### config.mk
export PLATFORM = sky130hd
export DESIGN_NAME = mem_copy
export DESIGN_NICKNAME = d
export VERILOG_FILES = /design/src/rtl/mem_copy.sv
export SDC_FILE = /design/constraint.sdc
export NUM_CORES = 1
export LEC_CHECK = 0
export CAP_MARGIN = 20
export CORE_MARGIN = 8
export CORE_UTILIZATION = 50
export DETAILED_ROUTE_END_ITERATION = 16
export GPL_ROUTABILITY_DRIVEN = 0
export GPL_TIMING_DRIVEN = 1
export HOLD_SLACK_MARGIN = 0.05
export PLACE_DENSITY_LB_ADDON = 0.1
export SYNTH_ARGS = -nofsm -noshare
export SYNTH_HDL_FRONTEND = slang
export SYNTH_SLANG_ARGS = --single-unit
### constraint.sdc
create_clock -name clk -period 3 [get_ports clk]
set_input_delay 0.6 -clock clk [delete_from_list [all_inputs] [get_ports clk]]
set_output_delay 0.6 -clock clk [all_outputs]
set_load 0.05 [all_outputs]
### src/rtl/mem_copy.sv
// rtl/mem_copy.sv - block-copy initiator for the data memory; define MEMCOPY_MEMMOVE_EN for overlap-safe (memmove) direction
module mem_copy #(
  parameter int AW = 8,
  parameter int DW = 8
) (
  input  logic          clk,
  input  logic          reset,
  input  logic          start,
  input  logic [AW-1:0] src,
  input  logic [AW-1:0] dst,
  input  logic [AW-1:0] len,
  output logic          busy,
  output logic          done,
  output logic [AW-1:0] mem_addr,
  output logic [DW-1:0] mem_din,
  output logic          mem_wr_en,
  input  logic [DW-1:0] mem_dout
);

  typedef enum logic [1:0] {
    IDLE  = 2'd0,
    READ  = 2'd1,
    WRITE = 2'd2,
    DONE  = 2'd3
  } state_t;

  localparam logic [AW-1:0] ONE = AW'(1);

  state_t        state_q;
  logic [AW-1:0] src_q;
  logic [AW-1:0] dst_q;
  logic [AW-1:0] len_q;
  logic [AW-1:0] i_q;
  logic          desc_q;
  logic          desc_d;
  logic          busy_q;
  logic          done_q;
  logic [AW-1:0] mem_addr_q;
  logic [DW-1:0] mem_din_q;
  logic          mem_wr_en_q;

  // Byte offset of the idx-th transfer: counts down from the end when descending.
  function automatic logic [AW-1:0] offset(input logic [AW-1:0] idx,
                                           input logic [AW-1:0] n,
                                           input logic          descending);
    return descending ? (n - ONE - idx) : idx;
  endfunction

  // Copy direction chosen from the live start inputs; descending only when dst lands inside the source tail.
`ifdef MEMCOPY_MEMMOVE_EN
  logic [AW-1:0] gap;
  always_comb begin
    gap    = dst - src;
    desc_d = (gap != '0) && (gap < len);
  end
`else
  always_comb begin
    desc_d = 1'b0;
  end
`endif

  // Copy FSM; every output is registered so nothing on start reaches the memory port combinationally.
  always_ff @(posedge clk) begin
    if (reset) begin
      state_q     <= IDLE;
      src_q       <= '0;
      dst_q       <= '0;
      len_q       <= '0;
      i_q         <= '0;
      desc_q      <= 1'b0;
      busy_q      <= 1'b0;
      done_q      <= 1'b0;
      mem_addr_q  <= '0;
      mem_din_q   <= '0;
      mem_wr_en_q <= 1'b0;
    end else begin
      case (state_q)
        IDLE: begin
          if (start) begin
            src_q   <= src;
            dst_q   <= dst;
            len_q   <= len;
            i_q     <= '0;
            desc_q  <= desc_d;
            busy_q  <= 1'b1;
            if (len == '0) begin
              state_q <= DONE;
              done_q  <= 1'b1;
            end else begin
              state_q    <= READ;
              mem_addr_q <= src + offset('0, len, desc_d);
            end
          end
        end
        READ: begin
          // mem_din_q doubles as the holding register for the byte just read.
          state_q     <= WRITE;
          mem_din_q   <= mem_dout;
          mem_addr_q  <= dst_q + offset(i_q, len_q, desc_q);
          mem_wr_en_q <= 1'b1;
        end
        WRITE: begin
          i_q         <= i_q + ONE;
          mem_din_q   <= '0;
          mem_wr_en_q <= 1'b0;
          if (i_q == len_q - ONE) begin
            state_q    <= DONE;
            done_q     <= 1'b1;
            mem_addr_q <= '0;
          end else begin
            state_q    <= READ;
            mem_addr_q <= src_q + offset(i_q + ONE, len_q, desc_q);
          end
        end
        DONE: begin
          state_q <= IDLE;
          busy_q  <= 1'b0;
          done_q  <= 1'b0;
        end
        default: begin
          state_q <= IDLE;
        end
      endcase
    end
  end

  assign busy      = busy_q;
  assign done      = done_q;
  assign mem_addr  = mem_addr_q;
  assign mem_din   = mem_din_q;
  assign mem_wr_en = mem_wr_en_q;

endmodule
==> results of run 1 <==
-- layer usage --
| metal | routed length [um] | GRT usage | vias up |
|---|---|---|---|
| li1 | - | - | 1530 |
| met1 | 4080 | 0.250 | 1393 |
| met2 | 3730 | 0.280 | 109 |
| met3 | 686 | 0.0469 | 9 |
| met4 | 107 | 0.0521 | 0 |
| met5 | 0 | 0 | - |
-- sequential cells by signal, summed over array words and instances, names as in the netlist --
register and cells:
i_q 8, mem_addr 8, mem_wr_en 1, len_q 8
done 1, busy 1, dst_q 8, state_q 2
mem_din 8, src_q 8
-- cells by family after synthesis --
logic type	count (synthesis)
flip-flops	53
buffers and inverters	35
AO/OA/AOI/OAI	119
multiplexers	4
AND/OR/NAND/NOR	141
XOR/XNOR	25
adder cells (fa/ha/maj)	24
-- area by class of cell --
class,count,area [sq um]
inverters,12,45.0
fillers,571,2370
flip-flops and latches,53,1060
well taps,77,96.3
clock buffers,7,76.3
multi-input cells,313,2070
clock inverters,1,7.51
repair buffers,66,623
-- worst min-delay path, delay by kind of cell, from the launching register on --
family	cells	cell delay, ps
simple gates	1	50
compound gates	1	50
flops	1	330
-- power breakdown --
group / switching [uW] / internal (uW) / leakage (uW) / total (uW)
Clock: 238 / 166 / 0.0000385 / 404
Sequential: 130 / 878 / 0.000434 / 1010
Combinational: 1250 / 698 / 0.00113 / 1950
Total: 1620 / 1740 / 0.00161 / 3360
-- synthesized netlist by cell type (2+ instances only) --
library cell,n
ha_1,22
xnor2_1,14
o22ai_1,4
o21ai_1,2
and2_1,2
fa_1,2
clkbuf_1,18
a22oi_1,10
xor2_1,10
nand3_1,5
a21oi_1,44
and4_1,2
o21ai_0,11
nor3_1,9
dfxtp_1,53
o21bai_1,4
inv_1,12
nand3b_1,4
or4_1,4
mux2i_1,3
nand2_1,69
nor2_1,33
o2111ai_1,4
nand2b_1,2
a2bb2oi_1,2
o211ai_1,7
buf_2,3
a211oi_1,6
a21o_1,7
and3_1,2
a221oi_1,5
a32oi_1,2
-- worst max-delay path by stage --
stage,from,to,slack (ps),depth (start not counted)
5_1_grt,i_q[1],mem_addr[7],-20,10
3_3_place_gp,len[4],done,230,6
2_1_floorplan,i_q[1],mem_addr[6],530,9
4_1_cts,i_q[4],mem_addr[7],260,9
6_report,i_q[0],mem_addr[7],300,10
3_5_place_dp,len[4],done,220,6
-- per-stage QoR --
| step | total power [uW] | setup WS [ps] | cells | area [sq um] |
|---|---|---|---|---|
| 3_3_place_gp | 2920 | 233 | 521 | 3890 |
| 6_report | 3360 | 296 | 529 | 3980 |
| 2_1_floorplan | 2360 | 530 | 401 | 3270 |
| 3_5_place_dp | 2950 | 224 | 521 | 3890 |
| 5_1_grt | 3600 | -21.7 | 529 | 3980 |
| 4_1_cts | 3360 | 260 | 529 | 3970 |
==> metrics.yaml, run 1 <==
outcome:
  status: "completed"
hold_path:
  min_from: "src_q[5]"
  holdPathEnd: "src_q[5]"
  hold_path_depth: 2
  min_path_type: "reg -> reg"
final_layout:
  drive_gt1_frac: 0.0686
  n_antenna_cell: 0
  layout_commonest_cell: "nand2_1"
  fin_nets: 510
  syn_to_final_growth_pct: 21.5
  final_cell_mix: "69 x nand2_1, 53 x dfxtp_1, 52 x clkdlybuf4s50_1"
  postLayoutCoreUtil: 0.626
clocking:
  cts_buffers: 5
  cts-resized-gates: 0
  cts.sinks: 53
  holdBufCountCts: 0
  postCtsSetupBuffers: 0
  clkTransAtPathRegs_ps: 100
  cts.path.max_buffers: 2
  clockRootBuffer: "clkbuf_8"
  clk_latency_ps: 310
  cts_tree: "done"
  cts-htree-levels: 2
synthesis:
  synth_fa_ha_area_frac: 0.0964
  synthSimpleGateAreaFrac: 0.204
  synth.distinct_cells: 56
  synth_cells: 401
  syn_area_sq_um: 3270
  synth_top_family_by_area: "compound AO/OA/AOI/OAI gates"
  yosysTopAreaCellShare: 0.324
  ys.flop_type: "dfxtp_1"
  ys_top_cells_by_area: "dfxtp_1 32%, ha_1 8.4%, nand2_1 7.9%"
  avgSynthCellArea_sq_um: 8.16
  synth_edf_count: 0
  ys_seq_area_frac: 0.324
  synth_mux_area_frac: 0.0126
  async_reset_ff_frac: 0
  synthXorXnorAreaFrac: 0.0692
  synth_seq_cells: 53
  ys.warnings.count: 0
  synth_nets: 460
  synth_compound_area_frac: 0.249
  yosysTopAreaCell: "dfxtp_1"
flow_run:
  max_cap_viol_count: 0
die:
  core-area_sq_um: 6350
  initial_core_util: 0.515
  fp-row-count: 29
  die_h_um: 96.9
  die-area_sq_um: 9390
  io_pins: 54
  die_w_um: 96.9
critical_path:
  worstRegToRegCells: 10
  critPathSlowestCell: "a2111oi_1"
  r2r-start: "i_q[0]"
  setup.worst_path.start_class: "flop"
  crit_family: "compound AO/OA/AOI/OAI gates"
  required_ps: 3220
  cp_num_buf_inv: 1
  crit_fanout: 3
  worst_ep_arrival_time_ps: 2930
  slowest_delay_ps: 560
  r2r_setup_slack_ps: 300
  r2r_end: "mem_addr[7]"
  worst_setup_path_end_kind: "flop"
  crit_type: "reg -> reg"
  worstPathCellList: "ha_1 > buf_4 > xor2_1 > ha_1 > a21oi_1 > a21oi_1 > a2111oi_1 > or3_1 > o2111ai_1 > a41oi_1"
sta:
  skew_ps: 6.40
  tightest_slew_ps: 688
  finalSetupViolations: 0
  layout_min_cycle_time_ps: 2700
  max_freq_ghz: 0.370
  drv_slew: 0
  tns_ps: 0
  whs_ps: 468
  slew_headroom: 0.542
  period_share: 0.901
  hold_violations: 0
placed_design:
  portBuffers: 53
  dp_hpwl_um: 6330
route:
  vias_per_cell: 5.75
  drc_errors: 0
  num_vias: 3041
  drtIter0Drc: 197
  wl_per_cell_um: 16.3
  ant_nets: 0
  routed_wl_um: 8610
  first_pass_iters: 6
global_route:
  grt_max_degree: 27
  antenna_found_initial: 0
  grt_pass1_vias: 2977
  grt_pass1_wl_um: 14700
  grt_use_total: 0.184
  grt.overflow.total: 0
power_and_ir_drop:
  p_leak_uw: 0.00161
  ir_worst_vdd_mv: 0.705
  powerDensity_nw_per_um2: 845
Power figures use the tool's default switching activity.
==> run 2, diff against run 1 <==
Settings changed: CORE_ASPECT_RATIO set to 1.25, CTS_CLUSTER_SIZE set to 16, SKIP_LAST_GASP set to 1.
==> metrics.yaml, run 2 (synthesized netlist as in run 1, its figures left out) <==
sta:
  layout_min_cycle_time_ps: 2670  # was 2700 ps
  skew_ps: 11.9  # was 6.40 ps
  tns_ps: 0  # unchanged
  rsz0062_at_grt: "no"
  period_share: 0.890  # was 0.901
  hold_violations: 0  # unchanged
  finalSetupViolations: 0  # unchanged
  drv_slew: 0  # unchanged
  max_freq_ghz: 0.375  # was 0.370 GHz
  slew_headroom: 0.488  # was 0.542
  tightest_slew_ps: 769  # was 688 ps
  whs_ps: 467  # was 468 ps
power_and_ir_drop:
  p_leak_uw: 0.00162  # was 0.00161 uW
  powerDensity_nw_per_um2: 843  # was 845 nW/um^2
  ir_worst_vdd_mv: 0.572  # was 0.705 mV
  total_power_uw: 3370  # was 3360 uW
placed_design:
  portBuffers: 53  # unchanged
  dp_hpwl_um: 6630  # was 6330 um
  place_area_sq_um: 3910  # was 3890 sq um
die:
  initial_core_util: 0.508  # was 0.515
  fp-row-count: 33  # was 29
  die_h_um: 106  # was 96.9 um
  core-area_sq_um: 6440  # was 6350 sq um
  io_pins: 54  # unchanged
  die_w_um: 88.4  # was 96.9 um
  die-area_sq_um: 9400  # was 9390 sq um
clocking:
  cts.sinks: 53  # unchanged
  clkTransAtPathRegs_ps: 90  # was 100 ps
  postCtsSetupBuffers: 0  # unchanged
  cts.path.max_buffers: 2  # unchanged
  cts_buffers: 5  # unchanged
  cts-resized-gates: 0  # unchanged
  cts_tree: "done"  # unchanged
  clockRootBuffer: "clkbuf_8"  # unchanged
  clk_latency_ps: 310  # about the same
  holdBufCountCts: 0  # unchanged
  cts-htree-levels: 2  # unchanged
critical_path:
  worst_ep_arrival_time_ps: 2900  # was 2930 ps
  required_ps: 3230  # was 3220 ps
  slowest_delay_ps: 540  # was 560 ps
  crit_family: "simple AND/OR/NAND/NOR gates"  # was compound AO/OA/AOI/OAI gates
  critPathSlowestCell: "dfxtp_1"  # was a2111oi_1
  worst_setup_path_end_kind: "flop"  # unchanged
  cp_num_buf_inv: 0  # was 1
  worstPathCellList: "and3_1 > nand2_1 > xnor2_1 > ha_1 > or2_2 > a2111oi_0 > or3_1 > o2111ai_1 > a41oi_1"  # was ha_1 > buf_4 > xor2_1 > ha_1 > a21oi_1 > a21oi_1 > a2111oi_1 > or3_1 > o2111ai_1 > a41oi_1
  crit_type: "reg -> reg"  # unchanged
  crit_fanout: 11  # was 3
  setup.worst_path.start_class: "flop"  # unchanged
final_layout:
  drive_gt1_frac: 0.0708  # was 0.0686
  final_area_sq_um: 4000  # was 3980 sq um
  syn_to_final_growth_pct: 22.1  # was 21.5%
  fin_nets: 511  # was 510
  n_antenna_cell: 0  # unchanged
  fill_cells: 597  # was 571
  layout_commonest_cell: "nand2_1"  # unchanged
  final_cell_mix: "69 x nand2_1, 53 x dfxtp_1, 52 x clkdlybuf4s50_1"  # unchanged
flow_run:
  max_cap_viol_count: 0  # unchanged
route:
  first_pass_iters: 4  # was 6
  ant_nets: 0  # unchanged
  num_vias: 3061  # was 3041
  drc_errors: 0  # unchanged
  routed_wl_um: 8600  # was 8610 um
  vias_per_cell: 5.68  # was 5.75
  drtIter0Drc: 140  # was 197
  wl_per_cell_um: 15.9  # was 16.3 um
global_route:
  grt_use_total: 0.195  # was 0.184
  grt_pass1_wl_um: 14600  # was 14700 um
  grt.overflow.total: 0  # unchanged
  grt_pass1_vias: 3066  # was 2977
  antenna_found_initial: 0  # unchanged
  grt_max_degree: 25  # was 27
hold_path:
  min_path_type: "reg -> reg"  # unchanged
outcome:
  status: "completed"  # unchanged
==> run 2: per-layer routing <==
layer  up-vias  wire length (um)  GRT usage
li1       1530                 -          -
met1      1437              3730      0.231
met2        75              4270      0.331
met3        19               398     0.0347
met4         0               198     0.0824
met5         -                 0          0
==> run 2: layout make-up <==
cell class                 instances  area [sq um]  area share
sequential                        53          1060       0.265
multi-input combinational        313          2060       0.517
timing repair buffer              67           631       0.158
inverter                          12          45.0      0.0113
tap                               87           109      0.0272
clock buffer                       7          86.3      0.0216
==> run 2: tightest hold or removal path, stage by stage (launching register included) <==
cell and delay, ps:
dfxtp_1 320, nand2_1 50, a21oi_1 50
==> run 2: through the flow <==
step	instances	setup WS [ps]	util
after CTS	539	333	0.620
final	539	330	0.620
after global placement	532	254	0.607
after detailed placement	532	213	0.607
after floorplan	401	530	-
after global routing	539	38.1	0.620
==> run 2: final timing paths <==
kind                  to  slack [ps]  startpoint  depth (start not counted)
max          mem_addr[7]         330      i_q[2]                          9
min             src_q[0]         470    src_q[0]                          2
max reg2reg  mem_addr[7]         330      i_q[2]                          9
min reg2reg     src_q[0]         470    src_q[0]                          2
==> run 2: report_power, final <==
part / total [uW] / switching (uW) / internal (uW)
logic: 1950 / 1240 / 708
clock network: 415 / 231 / 184
registers: 1000 / 126 / 878
total: 3370 / 1600 / 1770
